## src/rtl/led_onehot_sequencer.sv

```systemverilog
// led_onehot_sequencer: registered LED position with one-hot decode.
// The position follows the switches directly, or walks up, down or
// ping-pong, paced by an enable-gated prescaler tick.
module led_onehot_sequencer #(
    parameter int SEL_W    = 3,
    parameter int TICK_DIV = 50000000
) (
    input  logic                    clk,
    input  logic                    reset,
    input  logic [SEL_W-1:0]        sw,
    input  logic [1:0]              mode,
    input  logic                    en,
    input  logic                    load,
    output logic [(2**SEL_W)-1:0]   led,
    output logic [SEL_W-1:0]        pos,
    output logic                    tick
);

    localparam int N_LED = 2 ** SEL_W;

    // A divide-by-one prescaler still needs a one-bit counter that stays at 0.
    localparam int CNT_W = (TICK_DIV > 1) ? $clog2(TICK_DIV) : 1;
    localparam logic [CNT_W-1:0] CNT_LAST = CNT_W'(TICK_DIV - 1);

    localparam logic [1:0] MODE_DIRECT     = 2'b00;
    localparam logic [1:0] MODE_CHASE_UP   = 2'b01;
    localparam logic [1:0] MODE_CHASE_DOWN = 2'b10;
    localparam logic [1:0] MODE_BOUNCE     = 2'b11;

    localparam logic DIR_UP   = 1'b0;
    localparam logic DIR_DOWN = 1'b1;

    localparam logic [SEL_W-1:0] POS_TOP  = SEL_W'(N_LED - 1);
    localparam logic [SEL_W-1:0] POS_ZERO = '0;
    localparam logic [SEL_W-1:0] POS_ONE  = SEL_W'(1);

    logic [CNT_W-1:0] cnt;
    logic             dir;
    logic             cnt_at_last;
    logic [SEL_W-1:0] step_pos;
    logic             step_dir;

    assign cnt_at_last = (cnt == CNT_LAST);

    // Position and direction the current mode would move to on a tick.
    always_comb begin
        step_pos = pos;
        step_dir = dir;
        case (mode)
            MODE_CHASE_UP:   step_pos = pos + POS_ONE;
            MODE_CHASE_DOWN: step_pos = pos - POS_ONE;
            MODE_BOUNCE: begin
                if (dir == DIR_UP) begin
                    // Turn around at the top without lingering there.
                    if (pos == POS_TOP) begin
                        step_pos = POS_TOP - POS_ONE;
                        step_dir = DIR_DOWN;
                    end else begin
                        step_pos = pos + POS_ONE;
                    end
                end else begin
                    if (pos == POS_ZERO) begin
                        step_pos = POS_ONE;
                        step_dir = DIR_UP;
                    end else begin
                        step_pos = pos - POS_ONE;
                    end
                end
            end
            default: step_pos = pos;
        endcase
    end

    // Prescaler, tick strobe, position and bounce direction; reset > load > hold > mode action.
    always_ff @(posedge clk) begin
        if (reset) begin
            pos  <= '0;
            cnt  <= '0;
            tick <= 1'b0;
            dir  <= DIR_UP;
        end else if (load) begin
            pos  <= sw;
            cnt  <= '0;
            tick <= 1'b0;
            // Loading an endpoint in bounce mode points the walk back inward.
            if (mode == MODE_BOUNCE) begin
                if (sw == POS_TOP) begin
                    dir <= DIR_DOWN;
                end else if (sw == POS_ZERO) begin
                    dir <= DIR_UP;
                end
            end
        end else if (!en) begin
            tick <= 1'b0;
        end else begin
            tick <= cnt_at_last;
            cnt  <= cnt_at_last ? '0 : cnt + CNT_W'(1);
            if (mode == MODE_DIRECT) begin
                pos <= sw;
            end else if (cnt_at_last) begin
                pos <= step_pos;
                dir <= step_dir;
            end
        end
    end

    // One-hot decode of the registered position.
    always_comb begin
        led      = '0;
        led[pos] = 1'b1;
    end

endmodule

```

## config.mk

```make
export PLATFORM = sky130hd
export DESIGN_NAME = led_onehot_sequencer
export DESIGN_NICKNAME = d
export VERILOG_FILES = /design/src/rtl/led_onehot_sequencer.sv
export SDC_FILE = /design/constraint.sdc
export NUM_CORES = 1
export LEC_CHECK = 0
export CAP_MARGIN = 30
export CORE_UTILIZATION = 55
export CTS_CLUSTER_SIZE = 16
export DETAILED_ROUTE_END_ITERATION = 8
export PLACE_DENSITY = 0.79
export SYNTH_ARGS = -nofsm -noshare
export SYNTH_HDL_FRONTEND = slang
export SYNTH_SLANG_ARGS = --single-unit
```

## constraint.sdc

```tcl
create_clock -name clk -period 2.85 [get_ports clk]
set_input_delay 0.57 -clock clk [delete_from_list [all_inputs] [get_ports clk]]
set_output_delay 0.57 -clock clk [all_outputs]
set_load 0.01 [all_outputs]
```

### Word level (Yosys, flattened, before mapping)

Cells that the tools add are included.

* register bits after elaboration: 31
* word-level logic and storage cells: 52

* add/subtract/negate cells: 3
* magnitude comparators: 2
* equality and inequality tests: 8
* muxes and demuxes: 22
* bitwise gates (word level): 1
* reduce and logical (&&, ||, !) cells: 12

Operator list (number)
* $add 26x1->26 const B: 1
* $eq 26x26->1 const B: 1
* $mux 26: 1
* $mux 3: 7
* $mux 1: 12
* $pmux 3 s3: 1
* $eq 3x3->1 const B: 2
* $logic_not 3->1: 2
* $reduce_and 5->1: 1
* $reduce_bool 5->1: 1
* $eq 2x2->1 const B: 2
* $lt 3x4->1 const B: 1
* $reduce_bool 2->1: 2
* $add 3x1->3 const B: 1
* $demux 1 s3: 1
* $ge 3x1->1 const B: 1
* $ne 3x1->1 const B: 1
* $reduce_and 3->1: 1
* $reduce_bool 3->1: 1
* $reduce_or 3->1: 1
* $sub 3x1->3 const B: 1
* $eq 2x1->1 const B: 1
* $logic_not 2->1: 1
* $ne 2x2->1 const B: 1
* 3 further kinds: 3

### Longest topological paths before layout

Gate-level depths: netlist of the first run.

* depth after elaboration: 8
* mapped depth: 8
* gate-level depth less buffers: 7

### Worst setup path after synthesis of the first run

Ideal clock, no wire load.

* path type: register -> register
* start point: register cnt[0]
* end point: register pos[0]
* library setup time: 0.123 ns
* data arrival time: 1.768 ns
* path slack: 0.959 ns
* cell stages (with the launch flop): 7
* path buffers: 0
* period minus slack after synthesis: 1.891 ns
* path through: dfxtp_1 ha_1 nand3_1 or3_1 nor4_4 o22ai_2 mux2_1

* cells in the longest elaborated chain, start to end: 3

Ends and longest elaborated chain
* start, declared: RTL line 37 `logic [CNT_W-1:0] cnt;`
* start signal, assigned: RTL line 97 `cnt <= cnt_at_last ? '0 : cnt + CNT_W'(1);`
* $eq 26x26->1: RTL line 43 `assign cnt_at_last = (cnt == CNT_LAST);`
* $reduce_bool 3->1 (no line)
* $reduce_and 3->1 (no line)
* end signal, assigned: RTL line 82 `pos <= sw;`
* end signal, assigned: RTL line 99 `pos <= sw;`
* end signal, assigned: RTL line 101 `pos <= step_pos;`
* end, declared: RTL line 15 `output logic [SEL_W-1:0] pos,`

Every way passes these cells.
A chain may end at the register's enable or synchronous reset.

### Worst setup path after layout of the first run

* start point: register pos[2]
* end point: output port led[6]

* cells in the longest elaborated chain, start to end: 4

Ends and longest elaborated chain
* $lt 3x4->1 (implied by the code) / $ge 3x1->1 (equally long branches): RTL line 110 `led[pos] = 1'b1;`
* $logic_and 1x1->1 (implied by the code): RTL line 110
* $mux 1 (implied by the code): RTL line 110
* $demux 1 s3 *: RTL line 110
* end, declared: RTL line 14 `output logic [(2**SEL_W)-1:0] led,`

Mark *: on every way between the ends. The rest lies on a longest branch, timed or not.

==> results_dict.tcl, run 1 <==
set metrics [dict create \
    core-area_sq_um 3078 \
    post_cts_hold_buffer_count 0 \
    sw_frac_of_total_pct 25.97 \
    adder_and_majority_gate_portion_of_the_synthesized_area_pct 4.164 \
    tightest_slew_ns 0.7194 \
    r2r_slack_ns 0.72 \
    proportion_of_power_drawn_by_flip_flops_and_latches_pct 54.6 \
    hold_slack_ns 0.5088 \
    buffer_ports.inserted 20 \
    drive_gt1_share_pct 7.917 \
    combined_buffer_and_inverter_count_along_the_critical_path 2 \
    drv.max_cap_violation_count 0 \
    synth_cells 220 \
    cts_resized 0 \
    totalWireLength_um 3508 \
    ys_top_cells_by_area "sky130_fd_sc_hd__dfxtp_1, sky130_fd_sc_hd__xor2_1, sky130_fd_sc_hd__nor2_1" \
    clock_power_share_pct 31.2 \
    ys_top_cells_by_count "sky130_fd_sc_hd__nor2_1, sky130_fd_sc_hd__dfxtp_1, sky130_fd_sc_hd__xor2_1, sky130_fd_sc_hd__nand2_1, sky130_fd_sc_hd__nand3_1" \
    final_core_utilization_pct 67.15 \
    ys_warn_count 0 \
    final_net_count 255 \
    seqCellArea_sq_um 620.6 \
    timing.final.crit_share_pct 85.23 \
    final-instance-count-excl-fill 284 \
    globalplace.congestion 0.8001 \
    rsz_0062_raised_after_global_routing "no" \
    total_die_area_sq_um 3511 \
    mappedNetlistArea_sq_um 1803 \
    critPathMaxFanout 12 \
    cts-buffers-inserted 5 \
    drt_iter0_drc 80 \
    worst_path_max_delay_cell "sky130_fd_sc_hd__clkdlybuf4s50_1" \
    critical_path.reg2reg.endpoint "pos[1]" \
    synth-seq-area-share_pct 34.42 \
    synth_top_area_cell "sky130_fd_sc_hd__dfxtp_1" \
    setup_total_negative_slack_ns 0 \
    drtPass1Iterations 4 \
    synth.top_cell.area_share_pct 34.42 \
    final-setup-viol-count 0 \
    crit_start "pos[2]" \
    vdd.ir_drop.worst_uv 253.0 \
    end_kind "output pin" \
    power.density_nw_per_um2 399.3 \
    status "completed" \
    numPlacedInstances 277 \
    critPathRequiredTime_ns 2.28 \
    globalRouteTotalUtil_pct 23.19 \
    cell_internal_pwr_uw 611.0 \
    rr_worst_depth 6 \
    fillerInstances 262 \
    grt_remaining_overflow 0 \
    timing_max_transition_violations_final 0 \
    startpoint_type "register" \
    maximum_number_of_pins_on_one_net_before_global_route_repair 18 \
    synth-compound-area-share_pct 10.48 \
    power.switching_uw 214.4 \
    crit-reg2reg-launch "cnt[0]" \
    vias_per_cell 5.458 \
    share_comb_of_total_power_pct 14.2 \
    cts-root-to-sink-buffers 2 \
    stage_delay_of_the_slowest_cell_on_the_critical_path_ns 0.58 \
    grt_antenna_before_repair 0 \
    netlist-cell-type-count 47 \
    clkLatencyLatePin_ns 0.33 \
    grt_first_pass_wirelength_um 6113 \
    criticalPathCategory "reg -> out" \
    ctsHtreeMaxLevel 2 \
    cpLargestDelayFamily "buffers and inverters" \
    tritoncts "yes" \
    post-dp-hpwl_um 2527 \
    antenna_violating_nets_post_route 0 \
    maxClockFrequency_mhz 411.7 \
    routed-via-count 1550 \
    timing.clock.skew_ns 0.005455 \
    worst_setup_path_endpoint "led[6]" \
    yosys-mux-area-fraction_pct 1.804 \
    ctsRootBufferMaster "sky130_fd_sc_hd__clkbuf_4" \
    hp-class "reg -> reg" \
    row_count 20 \
    synthesis.nets 235 \
    drt_drc_violations_left 0 \
    synth_simple_gate_area_share_pct 33.73 \
    grt_pass1_vias 1413 \
    die_h_um 59.26 \
    static-leakage-power_uw 0.0007425 \
    die_w_um 59.26 \
    clkTransAtPathRegs_ns 0.09 \
    wl_per_cell_um 12.35 \
    synth-edff-count 0 \
    crit_chain "inv_1, nor3_1, clkdlybuf4s50_1" \
    timing.max_slew.rel_slack_pct 51.67 \
    yosys.cell_count.top_type "sky130_fd_sc_hd__nor2_1" \
    syn-mean-instance-area_sq_um 8.195 \
    synth_seq_cells 31 \
    synth_flop_cell "sky130_fd_sc_hd__dfxtp_1" \
    starting_density_of_the_core_pct 58.58 \
    insertedDiodeCount 0 \
    clock_sinks 31 \
    worst_ep_arrival_time_ns 1.86 \
    combined_area_of_the_multi_input_logic_cells_sq_um 1097 \
    synth_top_family_by_area "simple AND/OR/NAND/NOR gates" \
    async_flop_share_pct 0 \
    timing.final.crit_period_ns 2.429 \
    final-hold-violation-count 0 \
    post_synth_xor_area_fraction_pct 10.69 \
    boundaryPins 21 \
    worstSetupPathDepth 3 \
    post_cts_buffers 0 \
    layout-area-overhead-vs-synth_pct 14.64 \
]
## tightest hold or removal path: stages, from the launching register on
cell and delay (ns):
sky130_fd_sc_hd__dfxtp_1 0.34, sky130_fd_sc_hd__nand2b_1 0.07, sky130_fd_sc_hd__a21oi_1 0.05
## kinds of logic after synthesis
kind of cell,after synthesis
AO/OA/AOI/OAI,27
buffers and inverters,15
flip-flops,31
adder cells (fa/ha/maj),6
XOR/XNOR,22
AND/OR/NAND/NOR,116
multiplexers,3
## sequential cells by signal (all words and copies together) (netlist names)
| name | flops |
|---|---|
| cnt | 26 |
| dir | 1 |
| pos | 3 |
| tick | 1 |
## routing by layer
metal / up-vias / GRT usage [%] / wire [um]
met1: 709 / 31.02 / 1761
met5: - / 0 / 0
met4: 0 / 8.503 / 38
met2: 31 / 35.47 / 1580
li1: 805 / - / -
met3: 5 / 6.550 / 128
## power by group through the flow
stage,sequential (uW),clock [uW],combinational (uW)
finish,451,258,117
global route,452,285,130
CTS,451,266,117
detailed placement,461,0,116
global placement,461,0,115
floorplan,458,0,73.8
## area by class of cell
| cell class | count | share of cell area [%] |
|---|---|---|
| clock inverter | 1 | 0.2421 |
| inverter | 6 | 1.090 |
| multi-input combinational | 174 | 53.09 |
| sequential | 31 | 30.02 |
| tap | 44 | 2.663 |
| timing repair buffer | 22 | 10.41 |
| clock buffer | 6 | 2.482 |
## placed cells by master (no fill, tap or decap), types with 2 or more instances in the layout
cell	n
sky130_fd_sc_hd__nand2b_1	5
sky130_fd_sc_hd__nor2b_1	4
sky130_fd_sc_hd__mux2_1	2
sky130_fd_sc_hd__clkbuf_4	5
sky130_fd_sc_hd__xor2_1	20
sky130_fd_sc_hd__nand4_1	10
sky130_fd_sc_hd__xnor2_1	2
sky130_fd_sc_hd__a211oi_1	2
sky130_fd_sc_hd__o21ai_0	5
sky130_fd_sc_hd__ha_1	6
sky130_fd_sc_hd__buf_4	2
sky130_fd_sc_hd__inv_1	6
sky130_fd_sc_hd__nand3_1	12
sky130_fd_sc_hd__and4_1	2
sky130_fd_sc_hd__clkdlybuf4s50_1	20
sky130_fd_sc_hd__nor3b_1	2
sky130_fd_sc_hd__and3_2	2
sky130_fd_sc_hd__nor2_1	36
sky130_fd_sc_hd__and2_1	2
sky130_fd_sc_hd__nand4b_1	2
sky130_fd_sc_hd__dfxtp_1	31
sky130_fd_sc_hd__nor3_1	9
sky130_fd_sc_hd__a21oi_1	8
sky130_fd_sc_hd__nand2_1	19
sky130_fd_sc_hd__and3_1	3
## how the worst min path moves through the flow
stage,startpoint,end,slack [ns],cells past startpoint
after floorplan,cnt[25],cnt[25],0.47,2
after global placement,cnt[1],cnt[1],0.49,2
after detailed placement,cnt[15],cnt[15],0.50,2
after CTS,cnt[1],cnt[1],0.51,2
after global routing,cnt[1],cnt[1],0.54,2
final,cnt[1],cnt[1],0.51,2
## metrics by stage
stage | total power (uW) | setup slack, ns | area, sq um
finish | 825.4 | 0.4208 | 2067
detailed placement | 576.9 | 0.6165 | 2011
floorplan | 531.3 | 0.9590 | 1803
global placement | 575.7 | 0.6561 | 2011
CTS | 833.1 | 0.3984 | 2067
global route | 867.4 | 0.3117 | 2067
No activity file was read; power rests on OpenSTA's default activity.
==> run 2: changes to the inputs <==
--- a/config.mk
+++ b/config.mk
@@ -6,10 +6,11 @@
 export NUM_CORES = 1
 export LEC_CHECK = 0
 export CAP_MARGIN = 30
-export CORE_UTILIZATION = 55
+export CORE_UTILIZATION = 50
 export CTS_CLUSTER_SIZE = 16
 export DETAILED_ROUTE_END_ITERATION = 8
-export PLACE_DENSITY = 0.79
+export GPL_TIMING_DRIVEN = 0
+export PLACE_DENSITY = 0.75
 export SYNTH_ARGS = -nofsm -noshare
 export SYNTH_HDL_FRONTEND = slang
 export SYNTH_SLANG_ARGS = --single-unit
==> constraint.sdc (replaced) <==
create_clock -name clk -period 2.1 [get_ports clk]
set_input_delay 0.42 -clock clk [delete_from_list [all_inputs] [get_ports clk]]
set_output_delay 0.42 -clock clk [all_outputs]
set_load 0.01 [all_outputs]
==> run 2 against run 1 <==
- first-iteration DRC count shrank 5.0%
- critical path depth grew 4
- die area grew 9.7%
- routed wire length grew 4.4%
- sequential power grew 36%
- clock-buffer cell count grew 1
- worst hold slack lost 0.094 ns
- cell area grew 3.6%
- register-to-register slack lost 0.60 ns
- critical path type is now reg -> reg
==> results_dict.tcl, run 2 (synthesized netlist as in run 1, its figures left out) <==
set metrics [dict create \
    ctsHtreeMaxLevel 2 \
    final-setup-viol-count 0 \
    grt_remaining_overflow 0 \
    routed-via-count 1585 \
    cell_internal_pwr_uw 808.0 \
    crit-reg2reg-launch "cnt[1]" \
    ctsRootBufferMaster "sky130_fd_sc_hd__clkbuf_4" \
    worst_ep_arrival_time_ns 2.21 \
    max_flop_register "cnt" \
    power.switching_uw 297.7 \
    buffer_ports.inserted 18 \
    maximum_number_of_pins_on_one_net_before_global_route_repair 13 \
    timing_max_transition_violations_final 0 \
    layout.cells.most_common "sky130_fd_sc_hd__nor2_1" \
    globalRoute.busiestLayer "met2" \
    final-hold-violation-count 0 \
    largest_reg_flops 26 \
    global_route.usage.met2_pct 33.13 \
    post_cts_hold_buffer_count 0 \
    cts-root-to-sink-buffers 2 \
    drv.max_cap_violation_count 0 \
    starting_density_of_the_core_pct 53.19 \
    clock_power_share_pct 30.0 \
    grt_first_pass_wirelength_um 6161 \
    r2r_slack_ns 0.12 \
    final_core_utilization_pct 63.20 \
    die_w_um 62.05 \
    final_net_count 263 \
    static-leakage-power_uw 0.0008438 \
    design_area_sq_um 2142 \
    crit_start "cnt[1]" \
    antenna_violating_nets_post_route 0 \
    core-area_sq_um 3390 \
    proportion_of_power_drawn_by_flip_flops_and_latches_pct 55.4 \
    vdd.ir_drop.worst_uv 481.4 \
    gr-usage-met1_pct 30.13 \
    status "completed" \
    layout-area-overhead-vs-synth_pct 18.81 \
    grt_antenna_before_repair 0 \
    row_count 21 \
    drt_iter0_drc 76 \
    stage_delay_of_the_slowest_cell_on_the_critical_path_ns 0.40 \
    end_kind "register" \
    clock_sinks 31 \
    cts-buffers-inserted 5 \
    total_power_uw 1106 \
    critPathMaxFanout 4 \
    clkLatencyLatePin_ns 0.34 \
    crit_chain "ha_1, nand3_1, or3_1, nor4_4, buf_4, o21ai_0, a32o_1" \
    globalplace.congestion 0.8536 \
    timing.final.crit_period_ns 1.975 \
    total_die_area_sq_um 3850 \
    globalRouteTotalUtil_pct 22.02 \
    maxClockFrequency_mhz 506.3 \
    share_comb_of_total_power_pct 14.6 \
    grt_pass1_vias 1350 \
    hp-class "in -> reg" \
    tritoncts "yes" \
    timing.clock.skew_ns 0.01068 \
    rr_worst_depth 7 \
    timing.final.crit_share_pct 94.05 \
    vias_per_cell 5.373 \
    post-dp-hpwl_um 2572 \
    wl_per_cell_um 12.42 \
    drtPass1Iterations 4 \
    drt_drc_violations_left 0 \
    worst_path_max_delay_cell "sky130_fd_sc_hd__or3_1" \
    tightest_slew_ns 0.6735 \
    sw_frac_of_total_pct 26.92 \
    startpoint_type "register" \
    totalWireLength_um 3664 \
    placedInstanceArea_sq_um 2041 \
    drive_gt1_share_pct 12.05 \
    timing.max_slew.rel_slack_pct 54.76 \
    leading_cell_types_in_the_layout_fill_and_taps_excluded "sky130_fd_sc_hd__nor2_1, sky130_fd_sc_hd__dfxtp_1, sky130_fd_sc_hd__xor2_1, sky130_fd_sc_hd__nand2_1, sky130_fd_sc_hd__clkdlybuf4s50_1" \
    boundaryPins 21 \
    grt_use_met3_pct 6.211 \
    worst_setup_path_endpoint "cnt[3]" \
    power.density_nw_per_um2 516.2 \
    largestRegisters "cnt: 26 flops, pos: 3 flops" \
    critical_path.reg2reg.endpoint "cnt[3]" \
    die_h_um 62.05 \
    clkTransAtPathRegs_ns 0.09 \
    criticalPathCategory "reg -> reg" \
    insertedDiodeCount 0 \
    critPathRequiredTime_ns 2.34 \
]
-- run 2: cell types whose count changed in the layout (fill, tap and decap cells not counted), sizes merged --
cell / previous run / this run
clkbuf: 6 / 11
buf: 2 / 8
clkdlybuf4s50: 20 / 14
dlymetal6s2s: 0 / 4
-- run 2: metrics by stage --
step	hold slack, ns	worst slack [ns]	std cells	setup TNS, ns
after floorplan	0.4709	0.2090	220	0
after global placement	0.4872	-0.2538	284	-2.035
after detailed placement	0.4953	-0.2439	284	-2.010
after CTS	0.4071	0.0002873	294	0
after global routing	0.4486	-0.002563	295	-0.002563
final	0.4149	0.1249	295	0
-- run 2: per-layer routing --
layer / part of all wire (%) / vias up / wire length, um
met2: 42 / 35 / 1547
met5: 0 / - / 0
li1: - / 824 / -
met3: 4.9 / 6 / 181
met1: 51 / 720 / 1880
met4: 1.5 / 0 / 55
-- run 2: power by group through the flow --
stage	clock network, uW	logic [uW]	registers [uW]
global route	370	184	615
CTS	336	162	613
global placement	0	167	621
detailed placement	0	167	621
floorplan	0	100	621
finish	332	161	613
-- run 2: area by class of cell --
class	instances	area (sq um)
buffer	8	58.81
clock buffer	7	45.04
clock inverter	1	5.005
fill	290	1247
inverter	6	22.52
multi-input combinational	174	1100
sequential	31	633.1
tap	46	57.56
timing repair buffer	22	220.2
-- run 2: worst min-delay path by stage --
stage | startpoint | end | slack [ns] | depth (start not counted)
2_1_floorplan | cnt[25] | cnt[25] | 0.47 | 2
3_3_place_gp | cnt[1] | cnt[1] | 0.49 | 2
3_5_place_dp | cnt[15] | cnt[15] | 0.50 | 2
4_1_cts | reset | dir | 0.41 | 4
5_1_grt | reset | dir | 0.45 | 4
6_report | reset | dir | 0.41 | 4
-- run 2: worst max-delay path, delay by kind of cell, from the launching register on --
kind                       cells  cell delay [ns]
DFF                            1             0.38
buffers and inverters          1             0.19
and+or+nand+nor                3             0.74
AOI/OAI and AO/OA              2             0.35
adders and majority gates      1             0.21
-- run 2: what timing repair did --
| action | CTS | global route |
|---|---|---|
| pin swaps | 1 | 1 |
| setup buffers | 3 | 1 |
| resized for setup | 4 | 8 |
| setup endpoints to repair | 18 | 26 |
